## config.mk

```make
export PLATFORM = sky130hd
export DESIGN_NAME = spi_slave_rx_flat
export DESIGN_NICKNAME = d
export VERILOG_FILES = /design/src/rtl/spi_slave_rx_if.sv /design/src/rtl/spi_slave_rx.sv /design/src/flat_wrapper.sv
export SDC_FILE = /design/constraint.sdc
export NUM_CORES = 1
export LEC_CHECK = 0
export CORE_UTILIZATION = 30
export CTS_CLUSTER_SIZE = 12
export DETAILED_ROUTE_END_ITERATION = 16
export PLACE_DENSITY = 0.57
export SLEW_MARGIN = 10
export SYNTH_ARGS = -nofsm -noshare
export SYNTH_HDL_FRONTEND = slang
export SYNTH_SLANG_ARGS = --single-unit
```

## constraint.sdc

```tcl
create_clock -name sys_clk -period 3.4 [get_ports sys_clk]
set_input_delay 0.34 -clock sys_clk [delete_from_list [all_inputs] [get_ports sys_clk]]
set_output_delay 0.34 -clock sys_clk [all_outputs]
set_load 0.02 [all_outputs]
```

## src/rtl/spi_slave_rx_if.sv

```systemverilog
// SPI pin bundle plus the byte-level RX/TX handshake of the mode-0 SPI slave front end.
interface spi_slave_rx_if;
    logic       spi_sclk;
    logic       spi_cs_n;
    logic       spi_mosi;
    logic       spi_miso;
    logic [7:0] rxd_out;
    logic       rxd_flag;
    logic       frame_err;
    logic [7:0] txd_in;
    logic       txd_valid;
    logic       txd_ready;
    logic       busy;

    modport slave (
        input  spi_sclk, spi_cs_n, spi_mosi, txd_in, txd_valid,
        output spi_miso, rxd_out, rxd_flag, frame_err, txd_ready, busy
    );

    modport master (
        output spi_sclk, spi_cs_n, spi_mosi, txd_in, txd_valid,
        input  spi_miso, rxd_out, rxd_flag, frame_err, txd_ready, busy
    );
endinterface

```

## src/rtl/spi_slave_rx.sv

```systemverilog
// Mode-0 SPI slave: oversamples the SPI pins on sys_clk, deserialises MOSI into bytes
// and shifts a host-supplied byte (or IDLE_TX_BYTE on underrun) out on MISO.
module spi_slave_rx #(
    parameter int         SYNC_STAGES  = 2,
    parameter logic [7:0] IDLE_TX_BYTE = 8'h00
) (
    input  logic          sys_clk,
    input  logic          sys_rst,
    spi_slave_rx_if.slave bus
);
    typedef enum logic [1:0] {WAIT_HIGH, IDLE, ACTIVE} state_e;

    // After reset the sync chains hold their reset values, not the real pins; WAIT_HIGH
    // must not trust cs_n until the chain has refilled, or a live frame would look idle.
    localparam int                SETTLE   = SYNC_STAGES + 1;
    localparam int                SW       = $clog2(SETTLE + 1);
    localparam logic [SW-1:0]     SETTLE_V = SW'(SETTLE);

    state_e                 state_q, state_d;
    logic [SW-1:0]          settle_q, settle_d;
    logic [SYNC_STAGES-1:0] sclk_sync_q, sclk_sync_d;
    logic [SYNC_STAGES-1:0] cs_sync_q, cs_sync_d;
    logic [SYNC_STAGES-1:0] mosi_sync_q, mosi_sync_d;
    logic                   sclk_prev_q, sclk_prev_d, cs_prev_q, cs_prev_d;
    logic                   sclk_rise_q, sclk_rise_d, sclk_fall_q, sclk_fall_d;
    logic                   cs_rise_q, cs_rise_d, cs_fall_q, cs_fall_d;
    logic [2:0]             bit_cnt_q, bit_cnt_d;
    logic [7:0]             rx_shift_q, rx_shift_d;
    logic [7:0]             tx_shift_q, tx_shift_d;
    logic [7:0]             hold_q, hold_d;
    logic                   full_q, full_d;
    logic [7:0]             rxd_out_q, rxd_out_d;
    logic                   rxd_flag_q, rxd_flag_d;
    logic                   frame_err_q, frame_err_d;
    logic                   miso_q, miso_d;
    logic                   sclk_s, cs_s, mosi_s, consume;
    logic [7:0]             tx_next;

    assign sclk_s  = sclk_sync_q[SYNC_STAGES-1];
    assign cs_s    = cs_sync_q[SYNC_STAGES-1];
    assign mosi_s  = mosi_sync_q[SYNC_STAGES-1];
    assign tx_next = full_q ? hold_q : IDLE_TX_BYTE;

    always_comb begin
        sclk_sync_d = {sclk_sync_q[SYNC_STAGES-2:0], bus.spi_sclk};
        cs_sync_d   = {cs_sync_q[SYNC_STAGES-2:0], bus.spi_cs_n};
        mosi_sync_d = {mosi_sync_q[SYNC_STAGES-2:0], bus.spi_mosi};
        sclk_prev_d = sclk_s;
        cs_prev_d   = cs_s;
        sclk_rise_d = sclk_s & ~sclk_prev_q;
        sclk_fall_d = ~sclk_s & sclk_prev_q;
        cs_rise_d   = cs_s & ~cs_prev_q;
        cs_fall_d   = ~cs_s & cs_prev_q;

        state_d     = state_q;
        settle_d    = settle_q;
        bit_cnt_d   = bit_cnt_q;
        rx_shift_d  = rx_shift_q;
        tx_shift_d  = tx_shift_q;
        hold_d      = hold_q;
        full_d      = full_q;
        rxd_out_d   = rxd_out_q;
        rxd_flag_d  = 1'b0;
        frame_err_d = 1'b0;
        miso_d      = miso_q;
        consume     = 1'b0;

        case (state_q)
            WAIT_HIGH: begin
                if (settle_q == SETTLE_V) begin
                    if (cs_s) state_d = IDLE;
                end else begin
                    settle_d = settle_q + 1'b1;
                end
            end
            IDLE: begin
                if (cs_fall_q) begin
                    state_d    = ACTIVE;
                    bit_cnt_d  = 3'd0;
                    rx_shift_d = 8'h00;
                    consume    = 1'b1;
                end
            end
            ACTIVE: begin
                // cs_n rise outranks any sclk edge seen in the same cycle
                if (cs_rise_q) begin
                    state_d     = IDLE;
                    frame_err_d = (bit_cnt_q != 3'd0);
                    rx_shift_d  = 8'h00;
                end else if (sclk_rise_q) begin
                    rx_shift_d = {rx_shift_q[6:0], mosi_s};
                    bit_cnt_d  = bit_cnt_q + 3'd1;
                    if (bit_cnt_q == 3'd7) begin
                        rxd_out_d  = {rx_shift_q[6:0], mosi_s};
                        rxd_flag_d = 1'b1;
                    end
                end else if (sclk_fall_q) begin
                    if (bit_cnt_q != 3'd0) begin
                        tx_shift_d = {tx_shift_q[6:0], 1'b0};
                        miso_d     = tx_shift_q[6];
                    end else begin
                        consume = 1'b1;
                    end
                end
            end
            default: state_d = WAIT_HIGH;
        endcase

        if (consume) begin
            tx_shift_d = tx_next;
            miso_d     = tx_next[7];
            full_d     = 1'b0;
        end
        // Load only when empty, so it never races the consume above.
        if (bus.txd_valid && !full_q) begin
            hold_d = bus.txd_in;
            full_d = 1'b1;
        end
    end

    always_ff @(posedge sys_clk) begin
        if (sys_rst) begin
            state_q     <= WAIT_HIGH;
            settle_q    <= '0;
            sclk_sync_q <= '0;
            cs_sync_q   <= '1;
            mosi_sync_q <= '0;
            sclk_prev_q <= 1'b0;
            cs_prev_q   <= 1'b1;
            sclk_rise_q <= 1'b0;
            sclk_fall_q <= 1'b0;
            cs_rise_q   <= 1'b0;
            cs_fall_q   <= 1'b0;
            bit_cnt_q   <= 3'd0;
            rx_shift_q  <= 8'h00;
            tx_shift_q  <= 8'h00;
            hold_q      <= 8'h00;
            full_q      <= 1'b0;
            rxd_out_q   <= 8'h00;
            rxd_flag_q  <= 1'b0;
            frame_err_q <= 1'b0;
            miso_q      <= 1'b0;
        end else begin
            state_q     <= state_d;
            settle_q    <= settle_d;
            sclk_sync_q <= sclk_sync_d;
            cs_sync_q   <= cs_sync_d;
            mosi_sync_q <= mosi_sync_d;
            sclk_prev_q <= sclk_prev_d;
            cs_prev_q   <= cs_prev_d;
            sclk_rise_q <= sclk_rise_d;
            sclk_fall_q <= sclk_fall_d;
            cs_rise_q   <= cs_rise_d;
            cs_fall_q   <= cs_fall_d;
            bit_cnt_q   <= bit_cnt_d;
            rx_shift_q  <= rx_shift_d;
            tx_shift_q  <= tx_shift_d;
            hold_q      <= hold_d;
            full_q      <= full_d;
            rxd_out_q   <= rxd_out_d;
            rxd_flag_q  <= rxd_flag_d;
            frame_err_q <= frame_err_d;
            miso_q      <= miso_d;
        end
    end

    assign bus.spi_miso  = miso_q;
    assign bus.rxd_out   = rxd_out_q;
    assign bus.rxd_flag  = rxd_flag_q;
    assign bus.frame_err = frame_err_q;
    assign bus.txd_ready = ~full_q;
    assign bus.busy      = (state_q == ACTIVE);
endmodule

```

## src/flat_wrapper.sv

```systemverilog
// flat-port wrapper written by rule: the top's interface ports become plain ports
module spi_slave_rx_flat 
#(
    parameter int         SYNC_STAGES  = 2,
    parameter logic [7:0] IDLE_TX_BYTE = 8'h00
)
  (sys_clk, sys_rst, bus_spi_sclk, bus_spi_cs_n, bus_spi_mosi, bus_txd_in, bus_txd_valid, bus_spi_miso, bus_rxd_out, bus_rxd_flag, bus_frame_err, bus_txd_ready, bus_busy);
  spi_slave_rx_if bus_i ();
  input  logic sys_clk;
  input  logic sys_rst;
  input wire logic [$bits(bus_i.spi_sclk)-1:0] bus_spi_sclk;
  input wire logic [$bits(bus_i.spi_cs_n)-1:0] bus_spi_cs_n;
  input wire logic [$bits(bus_i.spi_mosi)-1:0] bus_spi_mosi;
  input wire logic [$bits(bus_i.txd_in)-1:0] bus_txd_in;
  input wire logic [$bits(bus_i.txd_valid)-1:0] bus_txd_valid;
  output wire logic [$bits(bus_i.spi_miso)-1:0] bus_spi_miso;
  output wire logic [$bits(bus_i.rxd_out)-1:0] bus_rxd_out;
  output wire logic [$bits(bus_i.rxd_flag)-1:0] bus_rxd_flag;
  output wire logic [$bits(bus_i.frame_err)-1:0] bus_frame_err;
  output wire logic [$bits(bus_i.txd_ready)-1:0] bus_txd_ready;
  output wire logic [$bits(bus_i.busy)-1:0] bus_busy;
  assign bus_i.spi_sclk = bus_spi_sclk;
  assign bus_i.spi_cs_n = bus_spi_cs_n;
  assign bus_i.spi_mosi = bus_spi_mosi;
  assign bus_i.txd_in = bus_txd_in;
  assign bus_i.txd_valid = bus_txd_valid;
  assign bus_spi_miso = bus_i.spi_miso;
  assign bus_rxd_out = bus_i.rxd_out;
  assign bus_rxd_flag = bus_i.rxd_flag;
  assign bus_frame_err = bus_i.frame_err;
  assign bus_txd_ready = bus_i.txd_ready;
  assign bus_busy = bus_i.busy;
  spi_slave_rx #(.SYNC_STAGES(SYNC_STAGES), .IDLE_TX_BYTE(IDLE_TX_BYTE)) u_core (.sys_clk(sys_clk), .sys_rst(sys_rst), .bus(bus_i));
endmodule
```

# Yosys cells after proc, flatten, opt, wreduce, memory -nomap -nowiden
# Index checks and enable logic that the tools add are counted.
[word_totals]
ff_bits = 53
inputBits = 14
output_inout_bits = 13
word_cells = 100
[classes]
add_sub_neg = 2
n_eq_ne = 13
mux = 35
bitwise_logic = 13
n_reduce_logical = 17
[ops]
columns = ["operator", "count"]
rows = [
  ["$mux 7", 9],
  ["$mux 1", 14],
  ["$pmux 7 s2", 1],
  ["$reduce_and 4->1", 3],
  ["$ne 2x1->1 const B", 5],
  ["$reduce_bool 2->1", 5],
  ["$mux 3", 3],
  ["$not 1->1", 9],
  ["$mux 2", 4],
  ["$mux 8", 1],
  ["$ne 2x2->1 const B", 3],
  ["$pmux 2 s3", 1],
  ["$pmux 3 s2", 1],
  ["$reduce_and 5->1", 1],
  ["$and 1x1->1", 4],
  ["$eq 2x2->1 const B", 2],
  ["$reduce_or 4->1", 1],
  ["$add 3x1->3 const B", 1],
  ["$eq 3x3->1 const B", 1],
  ["$ne 3x1->1 const B", 1],
  ["$reduce_and 3->1", 1],
  ["$reduce_bool 3->1", 1],
  ["$reduce_or 3->1", 1],
  ["$add 2x1->2 const B", 1],
  ["other kinds (6)", 6],
]

# Longest topological paths before layout
# Gate-level depths: netlist (run 1).
[depth]
ltp_word = 8
depth_mapped = 7
mapped_depth_nobuf = 6

# Worst setup path before layout (run 1)
# No wires, ideal clock.
[synth_timing]
path_kind = "reg2reg"
start = "register u_core.state_q[0]"
end = "register u_core.state_q[0]"
setup_ns = 0.128
arrival_time_ns = 1.653
t_required_ns = 3.272
path_slack_ns = 1.619
path_stages_with_launch = 7
n_path_buf = 0
synth_period_minus_slack_ns = 1.781
cell_sequence = "dfxtp_1 > inv_1 > ha_1 > and2b_2 > a211oi_1 > mux2i_1 > nor2_1"
[synth_between]
elab_chain_cells = 3
word_cells_on_any_way = 9
classes_between = "eq/ne (6); mux (1); reduce/logical (2)"
[synth_lines]
columns = ["element", "line", "rtl"]
rows = [
  ["start, declared", "spi_slave_rx.sv:19", "state_e state_q, state_d;"],
  ["start signal, assigned", "spi_slave_rx.sv:144", "state_q <= state_d;"],
  ["$eq 2x2->1 *", "--", ""],
  ["net bus_busy", "flat_wrapper.sv:21", "output wire logic [$bits(bus_i.busy)-1:0] bus_busy;"],
  ["$ne 2x1->1 (no source line)", "--", ""],
  ["$reduce_and 4->1 (no source line)", "--", ""],
]
# The timed path passes the listed nets; every way through them passes the cells marked *.
# A chain may end at the register's enable or synchronous reset.

# Final worst setup path (run 1)
[layout_timing]
start = "register u_core.state_q[0]"
end = "output bus_busy"
[layout_between]
elab_chain_cells = 1
[layout_lines]
columns = ["element", "line", "rtl"]
rows = [
  ["$eq 2x2->1", "spi_slave_rx.sv:172", "assign bus.busy = (state_q == ACTIVE);"],
  ["end, declared", "flat_wrapper.sv:21", ""],
]
# Every way passes these cells.

==> summary.txt, run 1 <==
Critical path
  – Reg-to-Reg End: u_core.state_q[0]
  – Worst EP required: 3.06 ns
  – CP delay by family, top: buffers and inverters
  – R2r startpoint: u_core.state_q[0]
  – Critical-path maximum fanout: 8
  – CP Buf/Inv Count: 2
  – Setup crit end kind: output port
  – R2R Setup Slk: 1.47 ns
  – CP max stage delay: 0.67 ns
  – FF-to-FF path depth: 6
  – CP Data Arrival Time: 1.76 ns
  – CP Cell Sequence: inv_1, ha_1, clkdlybuf4s50_1
  – CP max-delay cell: clkdlybuf4s50_1
  – Startpoint Class: flop
  – Critical path class: reg2out

Detailed routing
  – Via density: 4.669
  – Vias post-DR: 1550
  – Wire per inst: 11.72 um
  – Final ANT Viol Nets: 0
  – Drt total wl: 3.892 mm
  – Post-route DRC violation count: 0
  – Initial DRC Count: 39
  – Pre-Repair DR Iteration Count: 4

Status
  – Status: finished clean

Final layout
  – Commonest non-fill, non-tap cell in the layout: dfxtp_1
  – Most frequent cells in the layout: 53 x dfxtp_1, 41 x nand2_1, 26 x clkdlybuf4s50_1
  – Design area: 0.002537 mm^2
  – ANT cells: 0
  – Layout Nets: 274
  – Share of layout cells above drive strength 1: 0.07937
  – Area grow syn2layout: 21.07%
  – Final core utilization: 0.3756

Die
  – Chip height: 85.58 um
  – Die width: 85.58 um
  – I/O pin total: 27
  – Core ar.: 0.006756 mm^2
  – Full die area: 0.007324 mm^2
  – Initial Util: 0.3102
  – Std-Cell Rows: 30

Timing
  – Final min period: 2.103 ns
  – Slew Limit Fails: 0
  – Final Hold Fails: 0
  – Post-route setup slack: 1.297 ns
  – Fin crit share: 0.6186
  – Max Freq: 475.5 MHz
  – Least-Margin Pin Slew: 0.8761 ns
  – Setup TNS Final: 0 ns
  – Worst rel slew slack: 0.4141
  – Unrepaired setup endpoints after global routing: no
  – Clock Skews: 0.004932 ns
  – Final setup fails: 0

Power and ir drop
  – Cell Pwr Density: 518.7 mW/mm^2
  – Worst VDD drop: 0.2474 mV
  – Leak: 0.9355 nW
  – Power, Total: 1.316 mW

Clocking
  – Post-CTS Resized: 0
  – Setup Fix Bufs, Post-CTS: 0
  – Inserted Clock Buffers: 5
  – Clk_lat worst skew: 0.31 ns
  – Hold_buf cts: 0
  – Clock Tree Root: clkbuf_8
  – CTS clk-pin slew, worst paths: 0.10 ns
  – Htree depth: 2
  – Clock Path Buffers: 2
  – Clock sink count: 53
  – CTS tree: built

Global route
  – Grt total ovfl: 0
  – Largest net degree at the start of global routing: 26
  – First-pass GRT wire length: 6.651 mm
  – Initial antenna violation count: 0
  – Gr usage total: 0.1152
  – Vias in the first global route: 1456

Logic synthesis
  – Synth Area per Inst: 9.356 um^2
  – Post-synth net total: 247
  – Seq cells post-synth: 53
  – Synth cell types: 33
  – Synth Instances: 224
  – Top FF cell, synth: dfxtp_1
  – Top cell type's share of synthesized area: 0.5063
  – Synth area leader: dfxtp_1
  – Post-synth EDFFs: 0
  – Synth Warn #: 0
  – Post-synthesis async set-or-reset flop share: 0
  – Mapped Area: 0.002096 mm^2
  – Top post-synthesis cells by area: dfxtp_1 51%, nand2_1 7.3%, ha_1 5.4%
  – Sequential cell area fraction in the yosys report: 0.5063

Placement
  – I/O Buffers: 26
  – GPL Wtd Cong: 0.7126
  – Post-detail-place hpwl: 2.811 mm
  – Placed cell area: 0.002437 mm^2
  – Setup WS pre-CTS: 1.300 ns

Min path
  – Worst Hold Launch: u_core.sclk_prev_q
  – Hold depth: 1
  – Worst hold path endpoint: u_core.sclk_rise_q
  – Worst min path class: reg2reg

Job
  – MaxCap Viol Count: 0
[how the worst max path moves through the flow]
stage	startpoint	end	slack, ns	cells after the start
2_1_floorplan	u_core.state_q[0]	u_core.state_q[0]	1.62	6
3_3_place_gp	sys_rst	u_core.bus.spi_miso	1.32	3
3_5_place_dp	sys_rst	u_core.bus.spi_miso	1.30	3
4_1_cts	u_core.state_q[0]	bus_busy	1.27	3
5_1_grt	u_core.state_q[0]	bus_busy	1.18	3
6_report	u_core.state_q[0]	bus_busy	1.30	3
[state kept, by name (all words and copies together) (netlist names)]
signal,flops
u_core.bus.rxd_out,8
u_core.mosi_sync_q,2
u_core.bit_cnt_q,3
u_core.sclk_prev_q,1
u_core.bus.frame_err,1
u_core.sclk_rise_q,1
u_core.settle_q,2
u_core.full_q,1
u_core.cs_sync_q,2
u_core.cs_prev_q,1
u_core.bus.rxd_flag,1
u_core.state_q,2
u_core.hold_q,8
u_core.sclk_fall_q,1
u_core.cs_rise_q,1
u_core.tx_shift_q,7
u_core.rx_shift_q,7
u_core.sclk_sync_q,2
u_core.bus.spi_miso,1
u_core.cs_fall_q,1
[metal layers]
metal	global-route usage	up-vias	wire (um)
met3	0.03176	7	153
li1	-	814	-
met1	0.1502	707	1983
met5	0	-	0
met2	0.1855	22	1711
met4	0.03636	0	44
[final cells by class]
| type | count | area (um^2) |
|---|---|---|
| fillers | 693 | 4219 |
| flip-flops and latches | 53 | 1061 |
| multi-input cells | 152 | 963.4 |
| repair buffers | 27 | 267.8 |
| well taps | 80 | 100.1 |
| clock buffers | 6 | 82.58 |
| inverters | 12 | 45.04 |
| clock inverters | 2 | 17.52 |
[worst reg2reg max path, stage by stage (launching register included)]
cell and delay [ns]:
dfxtp_1 0.42, inv_1 0.09, ha_1 0.31, and2b_2 0.28
a211oi_1 0.41, mux2i_1 0.24, nor2_1 0.05
[Yosys cell counts, types with 4 or more instances]
cell,count
nor2b_1,10
nand2_1,41
mux2i_1,7
nor2_1,16
dfxtp_1,53
nand2b_1,5
a22oi_1,7
nand3_1,4
a21oi_1,21
ha_1,9
inv_1,12
clkbuf_1,6
o2bb2ai_1,4
[cell families after synthesis]
kind of cell / synth area share
flops: 0.5063
fa+ha+maj: 0.05373
simple gates: 0.2179
compound gates: 0.1505
buf+inv: 0.03403
mux: 0.03343
xor+xnor: 0.004180
[metrics by stage]
step                      hold slack [ns]  std cells
after floorplan                    0.3835        224
after detailed placement           0.3963        324
after CTS                          0.4114        332
final                              0.4112        332
after global placement             0.3919        324
after global routing               0.4341        332
[power by group]
group	switching [mW]	internal [mW]
logic	0.144	0.111
registers	0.0252	0.655
clock network	0.213	0.169
total	0.381	0.935
(Power assumes the default switching activity.)
==> run 2: changes to the inputs <==
--- a/config.mk
+++ b/config.mk
@@ -8,7 +8,7 @@
 export CORE_UTILIZATION = 30
 export CTS_CLUSTER_SIZE = 12
 export DETAILED_ROUTE_END_ITERATION = 16
-export PLACE_DENSITY = 0.57
+export PLACE_DENSITY = 0.58
 export SLEW_MARGIN = 10
 export SYNTH_ARGS = -nofsm -noshare
 export SYNTH_HDL_FRONTEND = slang
==> constraint.sdc (replaced) <==
create_clock -name sys_clk -period 1.75 [get_ports sys_clk]
set_input_delay 0.175 -clock sys_clk [delete_from_list [all_inputs] [get_ports sys_clk]]
set_output_delay 0.175 -clock sys_clk [all_outputs]
set_load 0.02 [all_outputs]
==> summary.txt, run 2 (same netlist as run 1, synthesis figures left out) <==
Status
  – Status: finished clean (unchanged)

Global route
  – GRT met3 Usage: 0.03080 (was 0.03176)
  – Initial antenna violation count: 0 (unchanged)
  – Busiest grt layer: met2 (unchanged)
  – Met1 usage: 0.1596 (was 0.1502)
  – First-pass GRT wire length: 6.686 mm (was 6.651 mm)
  – Gr usage total: 0.1158 (was 0.1152)
  – Met2 Use GR: 0.1702 (was 0.1855)
  – Vias in the first global route: 1429 (was 1456)
  – Largest net degree at the start of global routing: 35 (was 26)
  – Grt total ovfl: 0 (unchanged)

Clocking
  – Clock Tree Root: clkbuf_8 (unchanged)
  – Inserted Clock Buffers: 5 (unchanged)
  – CTS tree: built (unchanged)
  – Clock Path Buffers: 2 (unchanged)
  – Clock sink count: 53 (unchanged)
  – CTS clk-pin slew, worst paths: 0.09 ns (was 0.10 ns)
  – Clk_lat worst skew: 0.30 ns (was 0.31 ns)
  – Htree depth: 2 (unchanged)
  – Hold_buf cts: 0 (unchanged)

Final layout
  – ANT cells: 0 (unchanged)
  – Commonest non-fill, non-tap cell in the layout: dfxtp_1 (unchanged)
  – Final std cells w/o fill: 341 (was 332)
  – Area grow syn2layout: 25.49% (was 21.07%)
  – Share of layout cells above drive strength 1: 0.1303 (was 0.07937)
  – Fillers: 697 (was 693)
  – Most frequent cells in the layout: 51 x dfxtp_1, 41 x nand2_1, 25 x clkdlybuf4s50_1 (was 53 x dfxtp_1, 41 x nand2_1, 26 x clkdlybuf4s50_1)
  – Design area: 0.002630 mm^2 (was 0.002537 mm^2)
  – Layout Nets: 283 (was 274)

Detailed routing
  – Post-route DRC violation count: 0 (unchanged)
  – Wire per inst: 11.81 um (was 11.72 um)
  – Via density: 4.692 (was 4.669)
  – Pre-Repair DR Iteration Count: 6 (was 4)
  – Initial DRC Count: 73 (was 39)
  – Drt total wl: 4.027 mm (was 3.892 mm)
  – Vias post-DR: 1600 (was 1550)
  – Final ANT Viol Nets: 0 (unchanged)

Timing
  – Max Freq: 599.7 MHz
  – Worst rel slew slack: 0.7511 (was 0.4141)
  – Least-Margin Pin Slew: 0.3723 ns (was 0.8761 ns)
  – Setup TNS Final: 0 ns (unchanged)
  – Final setup fails: 0 (unchanged)
  – Clock Skews: 0.004367 ns (was 0.004932 ns)
  – Unrepaired setup endpoints after global routing: no (unchanged)
  – Hold_ws: 0.4056 ns (was 0.4112 ns)
  – Final min period: 1.667 ns
  – Final Hold Fails: 0 (unchanged)
  – Slew Limit Fails: 0 (unchanged)
  – Fin crit share: 0.9528

Job
  – MaxCap Viol Count: 0 (unchanged)

Critical path
  – Critical-path maximum fanout: 5 (was 8)
  – CP Data Arrival Time: 1.89 ns (was 1.76 ns)
  – Worst EP required: 1.97 ns (was 3.06 ns)
  – Worst Setup SP: u_core.state_q[0] (unchanged)
  – CP delay by family, top: simple AND/OR/NAND/NOR gates (was buffers and inverters)
  – R2r startpoint: u_core.state_q[0] (unchanged)
  – CP max stage delay: 0.38 ns (was 0.67 ns)
  – CP Buf/Inv Count: 1 (was 2)
  – Setup crit end kind: flop (was output port)
  – Startpoint Class: flop (unchanged)
  – Critical path class: reg2reg (was reg2out)
  – CP Cell Sequence: inv_1, ha_1, and3_2, a31oi_4, or3_4, o221ai_1 (was inv_1, ha_1, clkdlybuf4s50_1)
  – CP max-delay cell: dfxtp_2 (was clkdlybuf4s50_1)

Placement
  – I/O Buffers: 26 (unchanged)
  – GPL Wtd Cong: 0.7200 (was 0.7126)
  – Placed cells: 333 (was 324)
  – Placed cell area: 0.002525 mm^2 (was 0.002437 mm^2)
  – Post-detail-place hpwl: 2.939 mm (was 2.811 mm)

Die
  – I/O pin total: 27 (unchanged)
  – Full die area: 0.007324 mm^2 (unchanged)
  – Core ar.: 0.006756 mm^2 (unchanged)
  – Chip height: 85.58 um (unchanged)
  – Std-Cell Rows: 30 (unchanged)
  – Initial Util: 0.3102 (unchanged)
  – Die width: 85.58 um (unchanged)

Power and ir drop
  – Worst VDD drop: 0.4210 mV (was 0.2474 mV)
  – Leak: 0.9864 nW (was 0.9355 nW)
  – Cell Pwr Density: 975.6 mW/mm^2 (was 518.7 mW/mm^2)

Min path
  – Worst min path class: reg2reg (unchanged)
  – Worst Hold Launch: u_core.sclk_prev_q (unchanged)
-- run 2: cell count changes in the layout (fill, tap and decap cells not counted), sizes merged --
cell	previous run	this run
dlygate4sd2	0	1
buf	1	10
clkdlybuf4s50	26	25
inv	13	12
clkinv	1	2
-- run 2: worst paths after layout --
kind / end / slack, ns / cells after the start
worst min register to register: u_core.sclk_rise_q / 0.41 / 1
worst max register to register: u_core.bus.spi_miso / 0.08 / 6
worst min-delay path: u_core.sclk_rise_q / 0.41 / 1
worst max-delay path: u_core.bus.spi_miso / 0.08 / 6
-- run 2: final cells by class --
| class | count | area [um^2] | area share |
|---|---|---|---|
| Sequential cell | 53 | 1064 | 0.4044 |
| Multi-Input combinational cell | 152 | 992.2 | 0.3773 |
| Timing Repair Buffer | 36 | 346.6 | 0.1318 |
| Tap cell | 80 | 100.1 | 0.03806 |
| Clock buffer | 6 | 72.57 | 0.02759 |
| Inverter | 12 | 45.04 | 0.01713 |
| Clock inverter | 2 | 10.01 | 0.003806 |
-- run 2: power breakdown --
part	internal (mW)	switching, mW
clock	0.278	0.378
sequential	1.28	0.0513
combinational	0.275	0.308
-- run 2: what timing repair did --
action	in CTS	in global routing
setup endpoints to repair	1	20
buffers inserted	0	0
resized for setup	1	5
-- run 2: through the flow --
stage | setup WS (ns) | util | power [mW]
after detailed placement | 0.04862 | 0.3737 | 1.913
after global placement | 0.08515 | 0.3737 | 1.898
after floorplan | 0.07722 | - | 1.726
after CTS | 0.03767 | 0.3857 | 2.571
after global routing | 0.002230 | 0.3893 | 2.720
final | 0.08255 | 0.3893 | 2.566
-- run 2: worst register-to-register path: stages, from the launching register on --
cell and delay (ns):
dfxtp_2 0.38, inv_1 0.10, ha_1 0.32, and3_2 0.22, a31oi_4 0.05, or3_4 0.36, o221ai_1 0.17
-- run 2: routing by layer --
| layer | vias up | routed length [um] |
|---|---|---|
| li1 | 830 | - |
| met5 | - | 0 |
| met1 | 741 | 2048 |
| met2 | 22 | 1795 |
| met3 | 7 | 132 |
| met4 | 0 | 51 |
==> run 3: changes to the inputs <==
--- a/config.mk
+++ b/config.mk
@@ -6,9 +6,9 @@
 export NUM_CORES = 1
 export LEC_CHECK = 0
 export CORE_UTILIZATION = 30
-export CTS_CLUSTER_SIZE = 12
 export DETAILED_ROUTE_END_ITERATION = 16
 export PLACE_DENSITY = 0.58
+export SKIP_LAST_GASP = 1
 export SLEW_MARGIN = 10
 export SYNTH_ARGS = -nofsm -noshare
 export SYNTH_HDL_FRONTEND = slang
==> results of run 3 <==
Same layout as run 2: the final DEF is identical, and so are final timing and power.
